==> src/rtl/parity_tx_pkg.sv <==
// Shared types and the parity encoder for parity_tx.
// Encoding works on a zero-extended word, so one function serves every DATA_WIDTH up to MAX_WIDTH.
package parity_tx_pkg;

    typedef enum logic [1:0] {
        EMPTY = 2'd0,
        HALF  = 2'd1,
        FULL  = 2'd2
    } state_e;

    localparam logic PAR_LSB = 1'b0;
    localparam logic PAR_MSB = 1'b1;

    localparam int unsigned MAX_WIDTH = 64;

    // Zero extension leaves the reduction-XOR unchanged, so parity over the full vector is exact.
    function automatic logic [MAX_WIDTH:0] encode(input logic [MAX_WIDTH-1:0] data,
                                                  input logic                 even_odd,
                                                  input logic                 parity_bit,
                                                  input int unsigned          width);
        logic               p;
        logic [MAX_WIDTH:0] word;
        p = (^data) ^ even_odd;
        if (parity_bit == PAR_LSB) begin
            word = {data, p};
        end else begin
            word = {1'b0, data} | ((MAX_WIDTH + 1)'(p) << width);
        end
        return word;
    endfunction

endpackage

==> src/rtl/parity_tx.sv <==
// Parity-appending source stage with a 2-entry skid buffer and a wrapping delivered-word count.
// Define PARITY_TX_ERR_INJ_EN to add err_inj_i (invert parity of a pushed word) and err_cnt_o.
module parity_tx
    import parity_tx_pkg::*;
#(
    parameter int unsigned DATA_WIDTH = 32,
    parameter int unsigned EVEN_ODD   = 0,
    parameter int unsigned PARITY_BIT = 0,
    parameter int unsigned CNT_WIDTH  = 16
) (
    input  logic                  clk,
    input  logic                  rst_n,
    input  logic [DATA_WIDTH-1:0] data_i,
    input  logic                  valid_i,
    output logic                  grant_o,
    input  logic                  grant_i,
    output logic [DATA_WIDTH:0]   data_o,
    output logic                  valid_o,
    output logic [1:0]            count_o,
    output logic [CNT_WIDTH-1:0]  sent_cnt_o
`ifdef PARITY_TX_ERR_INJ_EN
    ,
    input  logic                  err_inj_i,
    output logic [CNT_WIDTH-1:0]  err_cnt_o
`endif
);

    localparam logic EvenOdd   = 1'(EVEN_ODD);
    localparam logic ParityBit = 1'(PARITY_BIT);

    state_e                state_q;
    logic [DATA_WIDTH:0]   skid_q;
    logic [MAX_WIDTH-1:0]  data_ext;
    logic [DATA_WIDTH:0]   enc;
    logic                  inj;
    logic                  push;
    logic                  pop;

`ifdef PARITY_TX_ERR_INJ_EN
    assign inj = err_inj_i;
`else
    assign inj = 1'b0;
`endif

    assign push     = valid_i & grant_o;
    assign pop      = valid_o & grant_i;
    assign data_ext = MAX_WIDTH'(data_i);
    // Injection flips the parity sense, which inverts exactly the parity bit.
    assign enc      = (DATA_WIDTH + 1)'(encode(data_ext, EvenOdd ^ inj, ParityBit, DATA_WIDTH));

    always_ff @(posedge clk or negedge rst_n) begin
        if (!rst_n) begin
            state_q    <= EMPTY;
            skid_q     <= '0;
            data_o     <= '0;
            valid_o    <= 1'b0;
            grant_o    <= 1'b0;
            count_o    <= 2'd0;
            sent_cnt_o <= '0;
`ifdef PARITY_TX_ERR_INJ_EN
            err_cnt_o  <= '0;
`endif
        end else begin
            if (pop) begin
                sent_cnt_o <= sent_cnt_o + 1'b1;
            end
`ifdef PARITY_TX_ERR_INJ_EN
            if (push && err_inj_i) begin
                err_cnt_o <= err_cnt_o + 1'b1;
            end
`endif
            unique case (state_q)
                EMPTY: begin
                    grant_o <= 1'b1;
                    if (push) begin
                        data_o  <= enc;
                        valid_o <= 1'b1;
                        count_o <= 2'd1;
                        state_q <= HALF;
                    end
                end
                HALF: begin
                    if (push && !pop) begin
                        skid_q  <= enc;
                        grant_o <= 1'b0;
                        count_o <= 2'd2;
                        state_q <= FULL;
                    end else if (push && pop) begin
                        data_o  <= enc;
                    end else if (pop) begin
                        valid_o <= 1'b0;
                        count_o <= 2'd0;
                        state_q <= EMPTY;
                    end
                end
                FULL: begin
                    // grant_o is low here, so only a pop can move the state.
                    if (pop) begin
                        data_o  <= skid_q;
                        grant_o <= 1'b1;
                        count_o <= 2'd1;
                        state_q <= HALF;
                    end
                end
                default: begin
                    state_q <= EMPTY;
                    valid_o <= 1'b0;
                    grant_o <= 1'b0;
                    count_o <= 2'd0;
                end
            endcase
        end
    end

endmodule

==> config.mk <==
export PLATFORM = sky130hd
export DESIGN_NAME = parity_tx
export DESIGN_NICKNAME = d
export VERILOG_FILES = /design/src/rtl/parity_tx_pkg.sv /design/src/rtl/parity_tx.sv
export SDC_FILE = /design/constraint.sdc
export NUM_CORES = 1
export LEC_CHECK = 0
export CELL_PAD_IN_SITES_DETAIL_PLACEMENT = 1
export CELL_PAD_IN_SITES_GLOBAL_PLACEMENT = 1
export CORE_MARGIN = 10
export CORE_UTILIZATION = 30
export CTS_BUF_LIST = sky130_fd_sc_hd__clkbuf_8
export CTS_CLUSTER_SIZE = 14
export DETAILED_ROUTE_END_ITERATION = 10
export GPL_ROUTABILITY_DRIVEN = 1
export PLACE_DENSITY_LB_ADDON = 0.08
export SLEW_MARGIN = 10
export SYNTH_ARGS = -nofsm -noshare
export SYNTH_HDL_FRONTEND = slang
export SYNTH_SLANG_ARGS = --single-unit
==> constraint.sdc <==
create_clock -name clk -period 2.29 [get_ports clk]
set_input_delay 0.3435 -clock clk [delete_from_list [all_inputs] [get_ports clk]]
set_output_delay 0.3435 -clock clk [all_outputs]
set_load 0.03 [all_outputs]
Word level (Yosys, flattened, before mapping)
Cells that the tools add are included.
Widths: inputs -> output; s select.
{"block": "word_totals", "input_bits": 36, "reg_bits": 86}
{"block": "op_classes", "n_reduce_logical": 11, "add_sub_neg": 1, "n_mux": 19, "bitwise": 3, "eq_ne": 11}
{"operator": "$mux 33", "count": 4}
{"operator": "$pmux 33 s3", "count": 1}
{"operator": "$reduce_xor 64->1", "count": 1}
{"operator": "$add 16x1->16 const B", "count": 1}
{"operator": "$ne 2x2->1 const B", "count": 7}
{"operator": "$mux 2", "count": 5}
{"operator": "$reduce_and 5->1", "count": 2}
{"operator": "$mux 1", "count": 6}
{"operator": "$ne 3x3->1 const B", "count": 2}
{"operator": "$pmux 1 s3", "count": 2}
{"operator": "$pmux 2 s3", "count": 1}
{"operator": "$reduce_and 2->1", "count": 2}
{"operator": "$reduce_and 4->1", "count": 1}
{"operator": "$reduce_bool 3->1", "count": 1}
{"operator": "$and 1x1->1", "count": 2}
{"operator": "$eq 2x1->1 const B", "count": 1}
{"operator": "$eq 2x2->1 const B", "count": 1}
{"operator": "$logic_and 1x1->1", "count": 2}
{"operator": "$logic_not 2->1", "count": 1}
{"operator": "$logic_not 1->1", "count": 1}
{"operator": "$not 1->1", "count": 1}

Longest topological paths before layout
Gate-level depths: netlist of run 1.
{"block": "depth", "ltp_word": 5, "ltp_mapped": 7, "depth_no_buf": 6}

Worst setup path after synthesis of run 1
No wires, ideal clock.
{"block": "synth_path", "kind": "register to register", "from": "register valid_o", "to": "register sent_cnt_o[15]", "arrival_time_ps": 1579, "path_stages_with_launch": 8, "setup_ps": 133, "path_buffers": 1, "slack_ps": 578, "path_cell_list": "dfrtp_1 and2_1 buf_4 and4_1 nand3_2 nor2_2 nand4_1 xnor2_1"}
{"block": "synth_via", "elab_chain_len": 1}
{"element": "from (decl)", "line": "parity_tx.sv:18", "text": "output logic valid_o,"}
{"element": "from (signal assigned)", "line": "parity_tx.sv:56", "text": "valid_o <= 1'b0;"}
{"element": "from (signal assigned)", "line": "parity_tx.sv:77", "text": "valid_o <= 1'b1;"}
{"element": "from (signal assigned)", "line": "parity_tx.sv:91", "text": "valid_o <= 1'b0;"}
{"element": "$and 1x1->1", "line": "parity_tx.sv:46", "text": "assign pop = valid_o & grant_i;"}
{"element": "to (signal assigned)", "line": "parity_tx.sv:65", "text": "sent_cnt_o <= sent_cnt_o + 1'b1;"}
{"element": "to (decl)", "line": "parity_tx.sv:20", "text": "output logic [CNT_WIDTH-1:0] sent_cnt_o"}
No other way between the ends.
A chain may end at the register's enable or synchronous reset.

==> impl_metrics.ini, run 1 <==
[run_status]
status = complete, no violations

[cts]
post-cts-setup-buffers = 0
clock-root-buffer = clkbuf_8
cts_tree = yes
h-tree-depth = 3
cts.clk_slew.worst_paths_ns = 0.08
clock-sinks = 86
cts_buffer_depth = 2
cts_hold_buf = 0
insertion_delay_ns = 0.36
ctsResizeCount = 0
cts-buffers-inserted = 9

[routing]
wl_per_cell_um = 16.6
drc_errors = 0
wl_mm = 9.92
drtAntennaViolNets = 0
vias = 2700
drt-initial-drc-count = 44
via_per_inst = 4.52
drtPass1Iterations = 4

[logic_synthesis]
synth.distinct_cells = 28
synth_warnings = 0
synth_nets = 367
synth_top_area_share_pct = 55.3
ys_ff_latch = 86
yosys.area.top_type = dfrtp_1
syn_area_um2 = 3890
synth_cells = 330
synth.avg_cell_area_um2 = 11.8
synthTopCellsByArea = dfrtp_1 (55%), mux2_2 (9.6%), xnor2_1 (8.8%)
synth-seq-area-share_pct = 55.3

[placed_design]
port_buffers = 88
gp_congestion = 0.740
dp.cells = 583
dpl.hpwl_mm = 7.01

[critical_path]
cp-start-kind = flop
worstPathRequired_ns = 1.95
crit_path_cell_trace = clkdlybuf4s50_1
crit_buf_inv = 1
cp_slowest_cell = clkdlybuf4s50_1
cpLargestDelayFamily = buffers and inverters
crit_arrival_ns = 1.67
cp_max_fo = 9
critPathKind = reg2out
critPathMaxStageDelay_ns = 0.76
endpoint_kind = primary output

[die]
start_util_pct = 30.7
fp.dieW_um = 134
die_h_um = 134
io-pin-count = 89
rows = 41
die_area_um2 = 17900
core_um2 = 12700

[pwr]
ir_worst_vdd_uv = 465
power-per-cell-area_nw_per_um2 = 1340
finalPower_mw = 6.93
p_leak_nw = 2.07

[global_routing]
antenna_found_initial = 0
grt_pass1_vias = 3056
grt-ovfl-total = 0
grt_pass1_wl_mm = 16.3
grt_max_degree = 51
track_usage_pct = 11.4

[sta]
max_freq_mhz = 496
rsz0062_at_grt = false
tightest_slew_ns = 0.688
fin_crit_sh_pct = 88.1
clock_skew_ns = 0.00276
tns_ns = 0
setup_violations = 0
final-hold-violation-count = 0
relSlewSlack_pct = 54.2
fin_crit_ns = 2.02
drv_slew = 0

[layout]
finalNetCount = 459
area_growth_pct = 33.3
diodes = 0
fill_cells = 1412
stdcell_count = 597
drive_gt1_share_pct = 14.4

[worst_hold_path]
hp-class = in2async

[run]
max-cap-violations = 0
==> kinds of logic after synthesis <==
logic type | Yosys count | synth area share (%)
xor gates and xnor gates | 46 | 10.4
adders and majority gates | 1 | 0.322
muxes | 65 | 17.8
buffers and inverters | 16 | 2.03
DFF | 86 | 55.3
AOI/OAI and AO/OA | 41 | 5.56
and+or+nand+nor | 75 | 8.62
==> through the flow <==
stage / instance area [um^2] / hold slack (ns) / util (%) / setup slack [ns]
after floorplan: 3890 / 0.0479 / - / 0.578
after global placement: 5030 / 0.441 / 39.7 / 0.160
after detailed placement: 5030 / 0.445 / 39.7 / 0.147
after CTS: 5190 / 0.0398 / 40.9 / 0.234
after global routing: 5190 / 0.0596 / 40.9 / 0.214
final: 5190 / 0.0196 / 40.9 / 0.273
==> final timing paths <==
path	start	cells after the start	slack (ns)	end
setup / recovery	state_q[0]$_DFFE_PN0P_	1	0.27	count_o[0]
hold / removal	rst_n	1	0.02	sent_cnt_o[7]$_DFFE_PN0P_
setup reg to reg	state_q[1]$_DFFE_PN0P_	5	0.66	data_o[25]$_DFFE_PN0P_
hold reg to reg	sent_cnt_o[15]$_DFFE_PN0P_	1	0.48	sent_cnt_o[15]$_DFFE_PN0P_
max in group asynchronous	rst_n	2	1.66	skid_q[18]$_DFFE_PN0P_
min in group clk	sent_cnt_o[15]$_DFFE_PN0P_	1	0.48	sent_cnt_o[15]$_DFFE_PN0P_
==> sequential cells by signal (all words and copies together), names as in the netlist <==
signal	count
state_q	2
grant_o	1
data_o	33
valid_o	1
sent_cnt_o	16
skid_q	33
==> cell usage after synthesis (all sizes together) <==
| library cell | instances |
|---|---|
| a22oi | 1 |
| mux2i | 32 |
| buf | 13 |
| ha | 1 |
| nand3b | 2 |
| xnor2 | 39 |
| a31oi | 1 |
| xor2 | 7 |
| a22o | 1 |
| a21oi | 33 |
| and4 | 1 |
| nand3 | 5 |
| o22ai | 1 |
| dfrtp | 86 |
| clkbuf | 3 |
| nor2b | 1 |
| and3 | 2 |
| o21bai | 1 |
| mux2 | 33 |
| nor2 | 39 |
| nand4 | 3 |
| and2 | 2 |
| o21ai | 3 |
| nand2 | 20 |
==> report_power, final <==
group          internal, mW  total (mW)  switching, mW
combinational          1.55        3.36           1.81
sequential             2.19        2.63          0.438
clock                 0.401       0.932          0.531
==> routing by layer <==
metal	vias up	global-route usage, %	routed length [um]
met3	11	4.03	589
met1	1343	13.5	4440
met5	-	0	0
met4	0	5.26	194
met2	54	18.3	4690
li1	1292	-	-
==> final cells by class <==
| class | instances | area, um^2 | share of cell area, % |
|---|---|---|---|
| clock buffer | 10 | 138 | 2.65 |
| clock inverter | 4 | 17.5 | 0.338 |
| multi-input combinational | 228 | 1670 | 32.2 |
| sequential | 86 | 2150 | 41.5 |
| tap | 172 | 215 | 4.15 |
| timing repair buffer | 97 | 996 | 19.2 |
==> placed cells by master, fill, tap and decap left out, drive strengths merged <==
master and instances:
a21oi 33, a22o 1, a22oi 1, a31oi 1, and2 2, and3 2, and4 1, buf 10
clkbuf 10, clkdlybuf4s50 87, clkinv 2, dfrtp 86, ha 1, inv 2, mux2 33, mux2i 32
nand2 20, nand3 5, nand3b 2, nand4 3, nor2 39, nor2b 1, o21ai 3, o21bai 1
o22ai 1, xnor2 39, xor2 7
(Power assumes the default switching activity.)
==> run 2: changes to the inputs <==
--- a/config.mk
+++ b/config.mk
@@ -5,7 +5,7 @@
 export SDC_FILE = /design/constraint.sdc
 export NUM_CORES = 1
 export LEC_CHECK = 0
-export CELL_PAD_IN_SITES_DETAIL_PLACEMENT = 1
+export CELL_PAD_IN_SITES_DETAIL_PLACEMENT = 0
 export CELL_PAD_IN_SITES_GLOBAL_PLACEMENT = 1
 export CORE_MARGIN = 10
 export CORE_UTILIZATION = 30
==> impl_metrics.ini, run 2 (synthesized netlist as in run 1, its figures left out) <==
[cts]
ctsResizeCount = 0
cts_hold_buf = 0
clock-root-buffer = clkbuf_8
cts.clk_slew.worst_paths_ns = 0.09
post-cts-setup-buffers = 0
clock-sinks = 86
h-tree-depth = 3
cts-buffers-inserted = 9
cts_buffer_depth = 2
cts_tree = yes
insertion_delay_ns = 0.37

[routing]
drtPass1Iterations = 4
wl_met2_mm = 4.51
wl_per_cell_um = 15.8
wl_met1_mm = 4.15
vias = 2682
routed.top_layer = met4
wl_mm = 9.44
drc_errors = 0
drtAntennaViolNets = 0
wl_met3_um = 673
via_per_inst = 4.48
drt-initial-drc-count = 77

[die]
fp.dieW_um = 134
start_util_pct = 30.7
die_area_um2 = 17900
core_um2 = 12700
die_h_um = 134
rows = 41
io-pin-count = 89

[layout]
diodes = 0
stdcell_count = 599
layout.cells.most_common_list = clkdlybuf4s50_1 (87), dfrtp_1 (86), xnor2_1 (39)
fill_cells = 1304
final_common_cell = clkdlybuf4s50_1
area_growth_pct = 33.9
finalNetCount = 459
reg_top3 = data_o: 33 flops, skid_q: 33 flops, sent_cnt_o: 16 flops
drive_gt1_share_pct = 15.0

[critical_path]
crit_path_cell_trace = clkdlybuf4s50_1
crit_arrival_ns = 1.66
worst_r2r_startpoint = state_q[1]$_DFFE_PN0P_
cp-start-kind = flop
cp_max_fo = 9
r2r_setup_slack_ns = 0.71
critPathMaxStageDelay_ns = 0.75
endpoint_kind = primary output
reg2reg_depth = 5
worstPathRequired_ns = 1.95
crit_buf_inv = 1
critPathKind = reg2out
r2r-end = data_o[16]$_DFFE_PN0P_
cpLargestDelayFamily = buffers and inverters
cp_slowest_cell = clkdlybuf4s50_1

[placed_design]
dp.cells = 583
port_buffers = 88
dpl.hpwl_mm = 6.60
pre_cts_ws_ns = 0.168
gp_congestion = 0.740

[sta]
tightest_slew_ns = 0.695
hold_slack_ns = 0.00821
layout_setup_ws_ns = 0.283
drv_slew = 0
tns_ns = 0
final-hold-violation-count = 0
relSlewSlack_pct = 53.7
setup_violations = 0
clock_skew_ns = 0.00882
max_freq_mhz = 498
rsz0062_at_grt = false
fin_crit_ns = 2.01
fin_crit_sh_pct = 87.6

[pwr]
p_leak_nw = 2.06
finalPower_mw = 6.94
power-per-cell-area_nw_per_um2 = 1330
ir_worst_vdd_uv = 511

[global_routing]
antenna_found_initial = 0
track_usage_pct = 10.9
grt-ovfl-total = 0
grt_max_degree = 51
grt_pass1_wl_mm = 15.5
grt_pass1_vias = 2927

[worst_hold_path]
hp-class = in2async

[run_status]
status = complete, no violations

[run]
max-cap-violations = 0
==> run 2: changes by cell type in the layout (fill, tap and decap cells not counted), sizes merged <==
| cell | previous run | this run |
|---|---|---|
| inv | 2 | 1 |
| clkinv | 2 | 1 |
| clkinvlp | 0 | 4 |
==> run 2: routing by layer <==
metal  vias up  track usage [%]
li1       1306                -
met1      1311             13.0
met2        56             17.2
met3         9             5.30
met4         0             3.08
met5         -                0
==> run 2: worst max-delay path by stage <==
stage                                start                    endpoint  slack (ns)  cells after the start
global route        state_q[0]$_DFFE_PN0P_                  count_o[0]        0.18                      1
global placement                data_i[15]       data_o[0]$_DFFE_PN0P_        0.16                      7
detailed placement              data_i[15]       data_o[0]$_DFFE_PN0P_        0.17                      7
CTS                 state_q[0]$_DFFE_PN0P_                  count_o[0]        0.22                      1
finish              state_q[0]$_DFFE_PN0P_                  count_o[0]        0.28                      1
floorplan              valid_o$_DFFE_PN0P_  sent_cnt_o[15]$_DFFE_PN0P_        0.58                      7
==> run 2: layout make-up <==
class | count | area [um^2] | area share [%]
clock buffer | 10 | 138 | 2.64
sequential | 86 | 2150 | 41.3
clock inverter | 6 | 38.8 | 0.745
timing repair buffer | 97 | 996 | 19.1
tap | 172 | 215 | 4.13
multi-input combinational | 228 | 1670 | 32.0
==> run 2: per-stage QoR <==
step / utilization, % / instance area [um^2]
finish: 41.1 / 5210
global route: 41.1 / 5210
CTS: 41.1 / 5210
detailed placement: 39.7 / 5030
global placement: 39.7 / 5030
floorplan: - / 3890
==> run 2: report_power, final <==
| part | total, mW | internal, mW | switching (mW) |
|---|---|---|---|
| Clock | 0.989 | 0.417 | 0.572 |
| Sequential | 2.62 | 2.19 | 0.430 |
| Combinational | 3.33 | 1.55 | 1.78 |
| Total | 6.94 | 4.16 | 2.78 |
